## src/rtl/hazard_ctrl.sv

```systemverilog
`default_nettype none
// ============================================================================
// Module   : hazard_ctrl
// Purpose  : Hazard and stall controller for the 5-stage MIPS pipeline.
//            Resolves load-use hazards in ID, jump/branch control hazards,
//            and multi-cycle MEM accesses with a not-ready watchdog.
// Options  : HAZARD_PERF_EN adds saturating stall_cycles / flush_count.
// Revision : 1.0 - initial release
// ============================================================================
module hazard_ctrl #(
  parameter int MEM_TIMEOUT = 15,  // legal range 2..255
  parameter int CNT_W       = 32
) (
  input  logic       clk,
  input  logic       rst,
  input  logic [4:0] id_rs,
  input  logic [4:0] id_rt,
  input  logic       id_uses_rt,
  input  logic       id_jump,
  input  logic [4:0] ex_rt,
  input  logic       ex_memread,
  input  logic       ex_branch_taken,
  input  logic       mem_req,
  input  logic       dmem_ready,
  output logic       pc_en,
  output logic       ifid_en,
  output logic       ifid_flush,
  output logic       idex_flush,
  output logic       exmem_en,
  output logic       memwb_bubble,
  output logic       mem_err
`ifdef HAZARD_PERF_EN
  ,
  output logic [CNT_W-1:0] stall_cycles,
  output logic [CNT_W-1:0] flush_count
`endif
);

  typedef enum logic [1:0] {
    RUN      = 2'd0,
    MEM_WAIT = 2'd1,
    ERR      = 2'd2
  } state_t;

  localparam logic [7:0] c_timeout = 8'(MEM_TIMEOUT);

  state_t     r_state;
  state_t     w_state_nxt;
  logic [7:0] r_wait_cnt;
  logic [7:0] w_wait_nxt;

  logic w_lu;
  logic w_ms;

  // RUN-rule outputs for the non-memory hazards, shared by RUN and the
  // MEM_WAIT completion cycle.
  logic w_run_pc_en;
  logic w_run_ifid_en;
  logic w_run_ifid_flush;
  logic w_run_idex_flush;

  assign w_lu = ex_memread && (ex_rt != 5'd0) &&
                ((ex_rt == id_rs) || (id_uses_rt && (ex_rt == id_rt)));
  assign w_ms = mem_req && !dmem_ready;

  // Priority decode of branch > load-use > jump when memory is not stalling.
  always_comb begin
    w_run_pc_en      = 1'b1;
    w_run_ifid_en    = 1'b1;
    w_run_ifid_flush = 1'b0;
    w_run_idex_flush = 1'b0;
    if (ex_branch_taken) begin
      w_run_ifid_flush = 1'b1;
      w_run_idex_flush = 1'b1;
    end else if (w_lu) begin
      // one-cycle stall: the bubble in ID/EX clears ex_memread next cycle
      w_run_pc_en      = 1'b0;
      w_run_ifid_en    = 1'b0;
      w_run_idex_flush = 1'b1;
    end else if (id_jump) begin
      w_run_ifid_flush = 1'b1;
    end
  end

  // State register and consecutive-frozen-cycle counter.
  always_ff @(posedge clk or posedge rst) begin
    if (rst) begin
      r_state    <= RUN;
      r_wait_cnt <= 8'd0;
    end else begin
      r_state    <= w_state_nxt;
      r_wait_cnt <= w_wait_nxt;
    end
  end

  // Next-state, watchdog and Mealy output decode; reset overrides everything.
  always_comb begin
    w_state_nxt  = r_state;
    w_wait_nxt   = r_wait_cnt;
    pc_en        = w_run_pc_en;
    ifid_en      = w_run_ifid_en;
    ifid_flush   = w_run_ifid_flush;
    idex_flush   = w_run_idex_flush;
    exmem_en     = 1'b1;
    memwb_bubble = 1'b0;
    mem_err      = 1'b0;

    case (r_state)
      RUN: begin
        if (w_ms) begin
          pc_en        = 1'b0;
          ifid_en      = 1'b0;
          ifid_flush   = 1'b0;
          idex_flush   = 1'b0;
          exmem_en     = 1'b0;
          memwb_bubble = 1'b1;
          w_state_nxt  = MEM_WAIT;
          w_wait_nxt   = 8'd1;  // this cycle is the first frozen one
        end else begin
          w_wait_nxt   = 8'd0;
        end
      end
      MEM_WAIT: begin
        if (!dmem_ready) begin
          pc_en        = 1'b0;
          ifid_en      = 1'b0;
          ifid_flush   = 1'b0;
          idex_flush   = 1'b0;
          exmem_en     = 1'b0;
          memwb_bubble = 1'b1;
          if ((r_wait_cnt + 8'd1) >= c_timeout) begin
            w_state_nxt = ERR;
          end
          w_wait_nxt = r_wait_cnt + 8'd1;
        end else begin
          w_state_nxt = RUN;
          w_wait_nxt  = 8'd0;
        end
      end
      ERR: begin
        pc_en        = 1'b0;
        ifid_en      = 1'b0;
        ifid_flush   = 1'b0;
        idex_flush   = 1'b0;
        exmem_en     = 1'b0;
        memwb_bubble = 1'b1;
        mem_err      = 1'b1;
      end
      default: begin
        w_state_nxt = RUN;
        w_wait_nxt  = 8'd0;
      end
    endcase

    if (rst) begin
      w_state_nxt  = RUN;
      w_wait_nxt   = 8'd0;
      pc_en        = 1'b0;
      ifid_en      = 1'b0;
      exmem_en     = 1'b0;
      ifid_flush   = 1'b1;
      idex_flush   = 1'b1;
      memwb_bubble = 1'b1;
      mem_err      = 1'b0;
    end
  end

`ifdef HAZARD_PERF_EN
  logic [CNT_W-1:0] r_stall_cycles;
  logic [CNT_W-1:0] r_flush_count;

  // Saturating performance counters; ERR cycles are not counted as stalls.
  always_ff @(posedge clk or posedge rst) begin
    if (rst) begin
      r_stall_cycles <= '0;
      r_flush_count  <= '0;
    end else begin
      if (!pc_en && (r_state != ERR) && (r_stall_cycles != {CNT_W{1'b1}})) begin
        r_stall_cycles <= r_stall_cycles + 1'b1;
      end
      if ((ifid_flush || idex_flush) && (r_flush_count != {CNT_W{1'b1}})) begin
        r_flush_count <= r_flush_count + 1'b1;
      end
    end
  end

  assign stall_cycles = r_stall_cycles;
  assign flush_count  = r_flush_count;
`endif

endmodule
`default_nettype wire

```

## config.mk

```make
export PLATFORM = sky130hd
export DESIGN_NAME = hazard_ctrl
export DESIGN_NICKNAME = d
export VERILOG_FILES = /design/src/rtl/hazard_ctrl.sv
export SDC_FILE = /design/constraint.sdc
export NUM_CORES = 1
export LEC_CHECK = 0
export CAP_MARGIN = 20
export CORE_UTILIZATION = 45
export CTS_BUF_LIST = sky130_fd_sc_hd__clkbuf_8
export CTS_CLUSTER_DIAMETER = 50
export CTS_CLUSTER_SIZE = 40
export DETAILED_ROUTE_END_ITERATION = 10
export GPL_TIMING_DRIVEN = 0
export PLACE_DENSITY = 0.78
export RECOVER_POWER = 50
export SYNTH_ARGS = -nofsm -noshare
export SYNTH_HDL_FRONTEND = slang
export SYNTH_SLANG_ARGS = --single-unit
export TNS_END_PERCENT = 20
```

## constraint.sdc

```tcl
create_clock -name clk -period 2.9 [get_ports clk]
set_clock_uncertainty 0.2 [all_clocks]
set_input_delay 0.87 -clock clk [delete_from_list [all_inputs] [get_ports clk]]
set_output_delay 0.87 -clock clk [all_outputs]
set_load 0.005 [all_outputs]
```

After elaboration in Yosys (flattened, before gate mapping):

Index checks and enable logic that the tools add are counted.

* reduce and logical (&&, ||, !) cells: 9
* equal/unequal tests: 7
* add/subtract/negate cells: 1
* muxes and demuxes: 38
* order comparisons: 1

Operator list (number)
* $mux W1: 25
* $pmux W8 S3: 1
* $mux W8: 2
* $pmux W1 S3: 5
* $eq A5 B5 Y1: 2
* $add A8 B1 Y8 const B: 1
* $ge A8 B4 Y1 const B: 1
* $mux W2: 4
* $pmux W2 S3: 1
* $reduce_bool A5 Y1: 1
* $logic_and A1 B1 Y1: 4
* $ne A4 B4 Y1 const B: 1
* $ne A3 B3 Y1 const B: 1
* $reduce_and A3 Y1: 1
* $eq A2 B1 Y1 const B: 1
* $eq A2 B2 Y1 const B: 1
* $logic_not A2 Y1: 1
* $ne A2 B2 Y1 const B: 1
* $logic_not A1 Y1: 1
* $logic_or A1 B1 Y1: 1

* logic and storage cells: 58
* bits in registers: 10
* output and inout port bits: 7

Logic depth before layout (Yosys ltp):

* depth after elaboration: 9
* mapped depth: 7

Least setup slack after synthesis:

Ideal clock, no wire load.

* path kind: input to output
* start point: in ex_rt[1]
* end point: out pc_en
* data arrival time: 1.922 ns
* setup slack: -0.092 ns
* stages: 5
* path through: or4_4 o21ai_2 nor2_1 a21oi_1 buf_4

* longest elaborated chain between the ends: 9

Ends and longest elaborated chain
* start: declaration: RTL line 20 `input logic [4:0] ex_rt,`
* $eq A5 B5 Y1: RTL line 63 `((ex_rt == id_rs) || (id_uses_rt && (ex_rt == id_rt)));`
* $logic_and A1 B1 Y1: RTL line 63
* $logic_or A1 B1 Y1: RTL line 63
* $logic_and A1 B1 Y1 *: RTL line 62 `assign w_lu = ex_memread && (ex_rt != 5'd0) &&`
* $mux W1 * (2 in series)
* $mux W1, on equally long branches
* $pmux W1 S3 *
* $mux W1 *
* end: declaration: RTL line 25 `output logic pc_en,`

Every way passes the cells marked *; elsewhere a longest branch is shown, timed or not.

Worst setup path after layout:

* start point: in ex_rt[4]
* end point: out idex_flush

* longest elaborated chain between the ends: 9

Ends and longest elaborated chain
* $eq A5 B5 Y1: RTL line 63
* $logic_and A1 B1 Y1: RTL line 63
* $logic_or A1 B1 Y1: RTL line 63
* $logic_and A1 B1 Y1 *: RTL line 62
* $mux W1 *: RTL line 75 `end else if (w_lu) begin`
* $mux W1 *: RTL line 72 `if (ex_branch_taken) begin`
* $mux W1, on equally long branches: RTL line 124, 110
* $pmux W1 S3 *: RTL line 108 `case (r_state)`
* $mux W1 *: RTL line 155 `if (rst) begin`
* end: declaration: RTL line 28 `output logic idex_flush,`

Marks and branches as above.

==> flow_metrics.env <==
export IMPL_port_buffers=28
export IMPL_first_pass_iters=4
export IMPL_syn_area_um2=815
export IMPL_syn2layout_area_growth_pct=49.6
export IMPL_register_bit_total_from_synthesis=10
export IMPL_postCtsHoldBufs=0
export IMPL_routed_via_count=846
export IMPL_switching_power_mw=0.0925
export IMPL_synth_largest_area_cell="dfrtp_1"
export IMPL_final_hold_slack_ns=0.356
export IMPL_initial_utilization=0.477
export IMPL_finalCritPeriodShare=1.11
export IMPL_cts_root_buf="clkbuf_8"
export IMPL_grt_pass1_vias=834
export IMPL_post_route_worst_setup_slack_ns=-0.325
export IMPL_startpoint_kind_of_the_worst_setup_timing_path="primary input"
export IMPL_grt_max_degree=13
export IMPL_worst_skew_pair_late_latency_ns=0.23
export IMPL_timing_hold_worst_class="flip-flop to flip-flop"
export IMPL_overflow=0
export IMPL_tritoncts_num_sinks=10
export IMPL_failed_checks="setup timing"
export IMPL_drc_errors=0
export IMPL_nNetsFinal=158
export IMPL_hpwlAfterDp_mm=1.55
export IMPL_clk_slew_on_worst_s_h_paths_ns=0.04
export IMPL_final_setup_tns_ns=-1.07
export IMPL_maximum_frequency_from_static_timing_analysis_mhz=310
export IMPL_globalplace_congestion=0.852
export IMPL_p_total_mw=0.374
export IMPL_setup_violations=5
export IMPL_grt_pass1_wl_mm=3.43
export IMPL_timing_slew_headroom=0.683
export IMPL_num_antenna_cells=0
export IMPL_grt_antenna_before_repair=0
export IMPL_htree_levels=1
export IMPL_die_width_um=44.5
export IMPL_synth_enable_flop_cells=0
export IMPL_clockBufferDepth=2
export IMPL_cts_tree="done"
export IMPL_final_layout_size_suffix_gt1_frac=0.229
export IMPL_vias_per_instance=5.42
export IMPL_synth_top_cell_area_share=0.307
export IMPL_max_vdd_ir_drop_mv=0.309
export IMPL_cap_violations=0
export IMPL_rsz0062_at_grt="yes"
export IMPL_tightestPinTransition_ns=0.463
export IMPL_finalWorstPathRequiredPeriod_ns=3.22
export IMPL_grt_use_total=0.233
export IMPL_detail_route_iter0_violations=8
export IMPL_netlist_top_cells_area="dfrtp_1, xor2_1, xnor2_1, nand2_1, nor2_1"
export IMPL_comb_power_share=0.242
export IMPL_asyncSetResetFlopFracSynth=1.00
export IMPL_wire_per_inst_um=13.0
export IMPL_worstPathArrival_ns=2.15
export IMPL_cell_internal_pwr_mw=0.281
export IMPL_power_density_mw_per_mm2=306
export IMPL_status="finished with violations"
export IMPL_syn_avg_cell_area_um2=8.31
export IMPL_yosysMostFrequentCell="nand2_1"
export IMPL_floorplan_rows=15
export IMPL_num_io_pins=30
export IMPL_post_synth_inst_count=98
export IMPL_hold_viol_final=0
export IMPL_number_of_routed_nets_with_antenna_violations=0
export IMPL_p_leak_nw=0.505
export IMPL_die_ar_mm2=0.00198
export IMPL_drt_total_wl_mm=2.03
export IMPL_clock_power_share=0.373
export IMPL_synth_sequential_area_ratio=0.307
export IMPL_criticalPathCategory="primary input to primary output"
export IMPL_worst_path_max_fanout=3
export IMPL_netlist_top_cells_count="nand2_1, dfrtp_1, nor2_1, xor2_1"
export IMPL_synth_nets=123
export IMPL_sw_frac_of_total=0.248
export IMPL_synthesis_yosys_warnings=0
export IMPL_cp_end_kind="primary output"
export IMPL_tritoncts_num_buffers=3
export IMPL_core_region_area_mm2=0.00171
export IMPL_synth_lib_cells_used_distinct=35
export IMPL_final_max_slew_viol_count=0
export IMPL_ys_flop_type="dfrtp_1"
export IMPL_fp_dieH_um=44.5
export IMPL_timing_critical_path_required_ns=1.83
export IMPL_share_seq_of_total_power=0.386
per-stage QoR:
stage	cell area, um2	utilization	cells	worst slack [ns]
after floorplan	818	-	98	-0.0793
final	1220	0.714	156	-0.325
after detailed placement	1130	0.662	151	-1.14
after CTS	1200	0.702	156	-0.327
after global placement	1130	0.662	151	-1.14
after global routing	1220	0.714	156	-0.352
logic make-up after synthesis:
| kind of cell | after synthesis | share of synthesized area |
|---|---|---|
| simple gates | 36 | 0.223 |
| mux | 2 | 0.0246 |
| xor+xnor | 13 | 0.140 |
| flops | 10 | 0.307 |
| buf+inv | 8 | 0.0430 |
| compound gates | 27 | 0.232 |
| fa+ha+maj | 2 | 0.0307 |
power groups by stage:
stage,clock (mW),sequential (mW),combinational [mW]
4_1_cts,0.144,0.144,0.0871
5_1_grt,0.149,0.144,0.0981
3_5_place_dp,0,0.146,0.0876
6_report,0.139,0.144,0.0902
3_3_place_gp,0,0.146,0.0859
2_1_floorplan,0,0.145,0.0350
layout by cell type (no fill, tap or decap), types with 3 or more instances in the layout:
master and n:
clkdlybuf4s50_1 8, nor3_1 3, inv_1 5, o21ai_1 5, buf_2 6, xor2_1 6
dlygate4sd2_1 8, nand3_1 4, clkbuf_8 3, nor2_1 5, o21ai_0 4, dfrtp_1 10
buf_4 3, nand2_1 11, xnor2_1 5
timing repair:
item / in CTS / in global routing
gates resized for setup: 59 / 8
buffers inserted: 2 / 0
pin swaps: 12 / 6
hold endpoints to repair: 0 / 0
endpoints found under the setup margin: 7 / 7
sequential cells by signal (all words and copies together) (netlist names):
signal,cells
r_state,2
r_wait_cnt,8
layer usage:
layer | GRT usage | share of wire
met3 | 0.0490 | 0.034
met4 | 0.0545 | 0.0069
met1 | 0.317 | 0.45
met2 | 0.379 | 0.50
met5 | 0 | 0
worst max-delay path, stage by stage:
cell and delay (ns):
buf_8 0.09, or4_4 0.54, o21ai_4 0.16, nor2_1 0.06, a221o_1 0.30, buf_2 0.13
worst paths after layout:
path / from / slack (ns) / depth (start not counted) / end
worst max-delay path: ex_rt[4] / -0.32 / 6 / idex_flush
worst min-delay path: r_wait_cnt[7] / 0.36 / 2 / r_wait_cnt[7]
worst max register to register: r_wait_cnt[1] / 0.84 / 6 / r_state[0]
worst min register to register: r_wait_cnt[7] / 0.36 / 2 / r_wait_cnt[7]
max in group asynchronous: rst / 1.67 / 2 / r_state[0]
min in group asynchronous: rst / 0.53 / 2 / r_wait_cnt[4]
layout make-up:
class,instances,area [um2]
repair buffers,30,264
inverters,5,18.8
flip-flops and latches,10,250
fillers,126,489
multi-input cells,80,597
clock buffers,3,41.3
plain buffers,3,16.3
well taps,25,31.3
(Power assumes the default switching activity.)
